--- src/rtl/cpu_sram_arbiter.sv ---
// Two-into-one SRAM-like port arbiter between the instruction-fetch and data-memory ports.
// One transaction may be outstanding at a time. Data wins over inst when both are waiting
// in IDLE. An instruction fetch can be cancelled; its response is then absorbed here.
module cpu_sram_arbiter (
    input  logic        clk,
    input  logic        reset,
    input  logic        inst_cancel,

    input  logic        inst_sram_req,
    input  logic        inst_sram_wr,
    input  logic [1:0]  inst_sram_size,
    input  logic [3:0]  inst_sram_wstrb,
    input  logic [31:0] inst_sram_addr,
    input  logic [31:0] inst_sram_wdata,
    output logic        inst_sram_addr_ok,
    output logic        inst_sram_data_ok,
    output logic [31:0] inst_sram_rdata,

    input  logic        data_sram_req,
    input  logic        data_sram_wr,
    input  logic [1:0]  data_sram_size,
    input  logic [3:0]  data_sram_wstrb,
    input  logic [31:0] data_sram_addr,
    input  logic [31:0] data_sram_wdata,
    output logic        data_sram_addr_ok,
    output logic        data_sram_data_ok,
    output logic [31:0] data_sram_rdata,

    output logic        sram_req,
    output logic        sram_wr,
    output logic [1:0]  sram_size,
    output logic [3:0]  sram_wstrb,
    output logic [31:0] sram_addr,
    output logic [31:0] sram_wdata,
    input  logic        sram_addr_ok,
    input  logic        sram_data_ok,
    input  logic [31:0] sram_rdata
);

    typedef enum logic [1:0] {
        StIdle,
        StAddr,
        StWait
    } state_e;

    typedef enum logic [1:0] {
        OwnNone,
        OwnInst,
        OwnData
    } owner_e;

    state_e state_q, state_d;
    owner_e owner_q, owner_d;
    logic   drop_q, drop_d;

    logic in_addr;
    logic in_wait;
    logic own_inst;
    logic own_data;
    logic cancel_hit;

    // Qualified phase/owner decodes; reset forces every handshake low in the same cycle.
    always_comb begin
        in_addr    = !reset && (state_q == StAddr);
        in_wait    = !reset && (state_q == StWait);
        own_inst   = (owner_q == OwnInst);
        own_data   = (owner_q == OwnData);
        cancel_hit = inst_cancel && own_inst && (state_q != StIdle);
    end

    // State, owner and drop-flag registers.
    always_ff @(posedge clk) begin
        if (reset) begin
            state_q <= StIdle;
            owner_q <= OwnNone;
            drop_q  <= 1'b0;
        end else begin
            state_q <= state_d;
            owner_q <= owner_d;
            drop_q  <= drop_d;
        end
    end

    // Next-state: grant in IDLE, hold owner through ADDR, release on data_ok in WAIT.
    always_comb begin
        state_d = state_q;
        owner_d = owner_q;
        drop_d  = drop_q;
        case (state_q)
            StIdle: begin
                if (data_sram_req) begin
                    owner_d = OwnData;
                    state_d = StAddr;
                end else if (inst_sram_req) begin
                    owner_d = OwnInst;
                    state_d = StAddr;
                end
            end
            StAddr: begin
                // The address phase cannot be withdrawn; a cancel only marks the response.
                if (cancel_hit) begin
                    drop_d = 1'b1;
                end
                if (sram_addr_ok) begin
                    state_d = StWait;
                end
            end
            StWait: begin
                if (cancel_hit) begin
                    drop_d = 1'b1;
                end
                if (sram_data_ok) begin
                    state_d = StIdle;
                    owner_d = OwnNone;
                    drop_d  = 1'b0;
                end
            end
            default: begin
                state_d = StIdle;
                owner_d = OwnNone;
                drop_d  = 1'b0;
            end
        endcase
    end

    // Master-side request: fields come from the owner only while the address is offered.
    always_comb begin
        sram_req   = in_addr;
        sram_wr    = 1'b0;
        sram_size  = 2'b00;
        sram_wstrb = 4'b0000;
        sram_addr  = 32'h0;
        sram_wdata = 32'h0;
        if (in_addr && own_data) begin
            sram_wr    = data_sram_wr;
            sram_size  = data_sram_size;
            sram_wstrb = data_sram_wstrb;
            sram_addr  = data_sram_addr;
            sram_wdata = data_sram_wdata;
        end else if (in_addr && own_inst) begin
            sram_wr    = inst_sram_wr;
            sram_size  = inst_sram_size;
            sram_wstrb = inst_sram_wstrb;
            sram_addr  = inst_sram_addr;
            sram_wdata = inst_sram_wdata;
        end
    end

    // Slave-side handshakes routed back to the owner; a same-cycle cancel also suppresses.
    always_comb begin
        inst_sram_addr_ok = in_addr && own_inst && sram_addr_ok;
        data_sram_addr_ok = in_addr && own_data && sram_addr_ok;
        inst_sram_data_ok = in_wait && own_inst && sram_data_ok && !drop_q && !inst_cancel;
        data_sram_data_ok = in_wait && own_data && sram_data_ok;
        inst_sram_rdata   = sram_rdata;
        data_sram_rdata   = sram_rdata;
    end

endmodule
--- config.mk ---
export PLATFORM = sky130hd
export DESIGN_NAME = cpu_sram_arbiter
export DESIGN_NICKNAME = d
export VERILOG_FILES = /design/src/rtl/cpu_sram_arbiter.sv
export SDC_FILE = /design/constraint.sdc
export NUM_CORES = 1
export LEC_CHECK = 0
export ABC_AREA = 1
export ABC_CLOCK_PERIOD_IN_PS = 1520
export BUFFER_PORTS_ARGS = -buffer_cell sky130_fd_sc_hd__buf_2
export CORE_AREA = 2 2 126 128
export DETAILED_ROUTE_END_ITERATION = 10
export DIE_AREA = 0 0 128 130
export PLACE_DENSITY = 0.54
export REMOVE_ABC_BUFFERS = 1
export SYNTH_ARGS = -nofsm -noshare
export SYNTH_HDL_FRONTEND = slang
export SYNTH_SLANG_ARGS = --single-unit
--- constraint.sdc ---
create_clock -name clk -period 1.52 [get_ports clk]
set_input_delay 0.152 -clock clk [delete_from_list [all_inputs] [get_ports clk]]
set_output_delay 0.152 -clock clk [all_outputs]
set_load 0.05 [all_outputs]
==> results summary <==
The root buffer cell chosen for the clock tree is clkbuf_16. The routed wire length is 15740 um. The level count of the clock H-tree is 1.

The classification of the worst setup path is reg2out. In the final layout, the multi-input gates occupy between 1500 and 2000 um2. TritonCTS built the clock tree. The I/O pin total came out at 321. The layout overhead on the synthesized area came out at 116.4%. The pin count of the biggest net entering global routing is 46. In the routed design, unresolved DRC markers number 0. The number of cells in the finished layout apart from fillers is between 700 and 800. The final number of max-transition violations is 0. In this run the most critical hold path is launched from data_sram_req.

The capture point of the worst reg-to-reg path is state_q[0]. The core area came out at 15420 um2. The post-route fraction of the period consumed by the critical path came out at 123.9%. After technology mapping, the gate count stands at 359. Along the worst path, the maximum fanout reaches 7. The time the final worst path needs with I/O delays and setup is around 1.9 ns. The detailed router finished its first iteration with 120 violations. The maximum buffer depth of the clock tree is 2. Setup violations remaining at the end of the flow were counted as 76. After legalization and detailed placement, the total HPWL measured 10750 um. The achievable frequency came out at 530.9 MHz. The detailed-route via count came out at 3125. The die area came out at 16640 um2. The initial antenna violation count was 0. The instance count after placement with tap cells included is 705. STA classifies the critical path startpoint as a register. The required time reported for the critical path endpoint is 1.37 ns. The first global-routing pass estimated 18620 um of wire. The endpoint of the worst hold path is owner_q[1]. The number of register bits inferred by synthesis came out at 5. The number of distinct library cell variants in the gate-level netlist after synthesis is 20.

The clock drives 5 sinks. The count of nets left with antenna violations after detail routing is 0. The total count of hold-check failures in the final report came to 0. The total of fill cells in the finished design came out at 1598.

The number of placement rows came out at 46. The cts-stage hold buffer count is 0. The total clock buffers created by CTS came out at 3.

The biggest area contributor in the post-synthesis netlist is buf_4. The share of the core filled with cells in the final layout is 30.42%. The power density over the cells is ~900 nW/um2. The Yosys step of the flow raised 0 warnings. Of the post-synthesis cell area, the dominant cell type holds 24.93%. The number of nets in the layout came out at approximately 730.

The number of maximum-capacitance violations came out at 0. The share of async-settable or async-resettable flops after synthesis is 0%. By area the synthesized netlist is led by buf_4 25%, nand3_1 17%, inv_1 14%. The final setup skew came out at approximately 0.00024 ns.

By count the netlist is led by 82 x inv_1, 74 x nand3_1, 72 x buf_4. The cell count of the worst reg-to-reg path came out at 10. After layout, the worst setup slack is -0.3635 ns. The number of global-route vias before repair came out at roughly 2800. STA puts the critical path data arrival time at between 1.5 and 2 ns. Of the synthesized area, sequential elements account for 4.616%.

In the final routed layout, each cell accounts on average for 21.33 um. Setup repair after global routing could not meet its margin everywhere. Final hold analysis gives a worst-case slack of 0.2142 ns.

The area of the mapped netlist came out at between 2000 and 2500 um2. The static leakage came out at 0.002353 uW. The worst hold path class is in2reg. For this configuration, the core starts out at a cell density of between 10% and 20%.

The worst-case register-to-register setup slack came out at 0.12 ns. The number of cells on the worst hold path is 3. The final reports fail on negative setup slack.

The largest vdd supply drop is between 0.5 and 0.6 mV. The measured slew at the worst slew-check pin came out at 0.2988 ns. From bottom edge to top edge, the die measures 130 um.

The remaining global-route overflow came out at 0. The global-route total usage across every layer came out at 15.58%. The number of search-and-repair iterations in the first detailed-routing pass is 4.

The mean post-synth cell area is a little over 6 um2. The worst setup path is captured at a primary output. The number of synthesized flops with an enable pin is 0. Registers take 105.1 um2.

The most used flip-flop cell after synthesis is dfxtp_1. The most common cell in the synthesized netlist is inv_1. The fraction of final layout cells sized beyond drive strength 1 is about 72%.

The run finished, with violations left. The placer congestion estimate is between 0.8 and 0.9. Using the TritonRoute via totals, the vias-per-cell ratio works out to 4.234. The clock-pin slew of the registers on the worst-case setup and hold paths came out at roughly 0.030 ns. From left edge to right edge, the die measures 128 um. The worst register-to-register path begins at state_q[1]. The number of port buffers is 224. The diode insertion count for antenna repair came out at 0. The clock reaches the later pin of the worst-skew pair after 0.23 ns. In this run the tightest slew margin relative to its limit is 80.08%.
layout by cell type, fill, tap and decap left out:
master | synthesis | routed
nand3b_1 | 1 | 1
buf_2 | 0 | 148
inv_1 | 82 | 78
nor2_4 | 1 | 4
buf_8 | 0 | 4
nand4_1 | 2 | 2
inv_2 | 1 | 3
nand3_2 | 0 | 30
buf_16 | 0 | 6
nor2_2 | 1 | 2
buf_12 | 0 | 15
nand2_4 | 0 | 2
a21oi_1 | 3 | 3
nand3_1 | 74 | 39
buf_4 | 72 | 22
nand2_1 | 12 | 9
o21ai_1 | 40 | 7
nor3_2 | 0 | 1
ha_1 | 4 | 1
clkbuf_1 | 1 | 1
buf_6 | 14 | 69
clkbuf_16 | 0 | 9
inv_4 | 0 | 2
dfxtp_1 | 5 | 3
nor2_1 | 12 | 8
dfxtp_2 | 0 | 1
dfxtp_4 | 0 | 1
o21ai_2 | 29 | 51
ha_4 | 0 | 3
nand3_4 | 1 | 6
nand2_2 | 0 | 1
o21ai_4 | 0 | 14
layout make-up:
type	count	area share (%)
clock buffer	4	1.680
inverter	83	6.747
multi-input combinational	184	33.95
sequential	5	2.240
tap	192	5.120
timing repair buffer	270	50.27
cells by family after synthesis:
family	count (synthesis)	synth area share, %
adders and majority gates	4	2.308
AOI/OAI and AO/OA	75	22.33
DFF	5	4.616
buffers and inverters	170	46.74
and+or+nand+nor	105	24.00
per-layer routing:
layer	up-vias	routed length (um)	GRT usage, %
li1	1449	-	-
met1	1430	5436	15.29
met2	226	7549	26.11
met3	18	2493	12.34
met4	2	206	2.198
met5	-	54	4.706
per-stage QoR:
step / total power [uW] / setup slack [ns] / TNS (ns) / area, um2
global placement: 2404 / -0.2894 / -13.07 / 3108
detailed placement: 2394 / -0.3151 / -13.94 / 3108
floorplan: 1481 / -2.596 / -156.19 / 1466
global route: 4522 / -0.4346 / -27.28 / 4692
finish: 4315 / -0.3635 / -22.51 / 4692
CTS: 3627 / -0.3951 / -22.63 / 4025
critical path, cell delays in order (launching register included):
cell and delay (ns):
dfxtp_2 0.31, inv_2 0.07, ha_4 0.14, inv_4 0.04
nor2_4 0.12, nand3_4 0.15, buf_4 0.19, clkbuf_16 0.17
o21ai_2 0.13, buf_6 0.18
state kept, by name (all words and copies together), names as in the netlist:
register and count:
drop_q 1, owner_q 2, state_q 2
how the worst max path moves through the flow:
stage / startpoint / end / slack (ns) / depth (start not counted)
finish: state_q[1] / sram_addr[27] / -0.36 / 9
CTS: state_q[1] / sram_wstrb[0] / -0.40 / 9
global placement: state_q[1] / sram_wdata[23] / -0.29 / 8
global route: state_q[1] / sram_wstrb[1] / -0.43 / 9
floorplan: state_q[1] / sram_size[1] / -2.60 / 6
detailed placement: state_q[1] / sram_wdata[23] / -0.32 / 8
where the power goes:
group	internal, uW	switching (uW)
clock network	348	94.5
logic	1590	2050
registers	185	44.5
repair_timing:
item,CTS,global route
endpoints found under the setup margin,76,81
cloned,6,6
pin swaps,8,10
resized for setup,180,101
setup buffers,11,10
(Power assumes the default switching activity.)
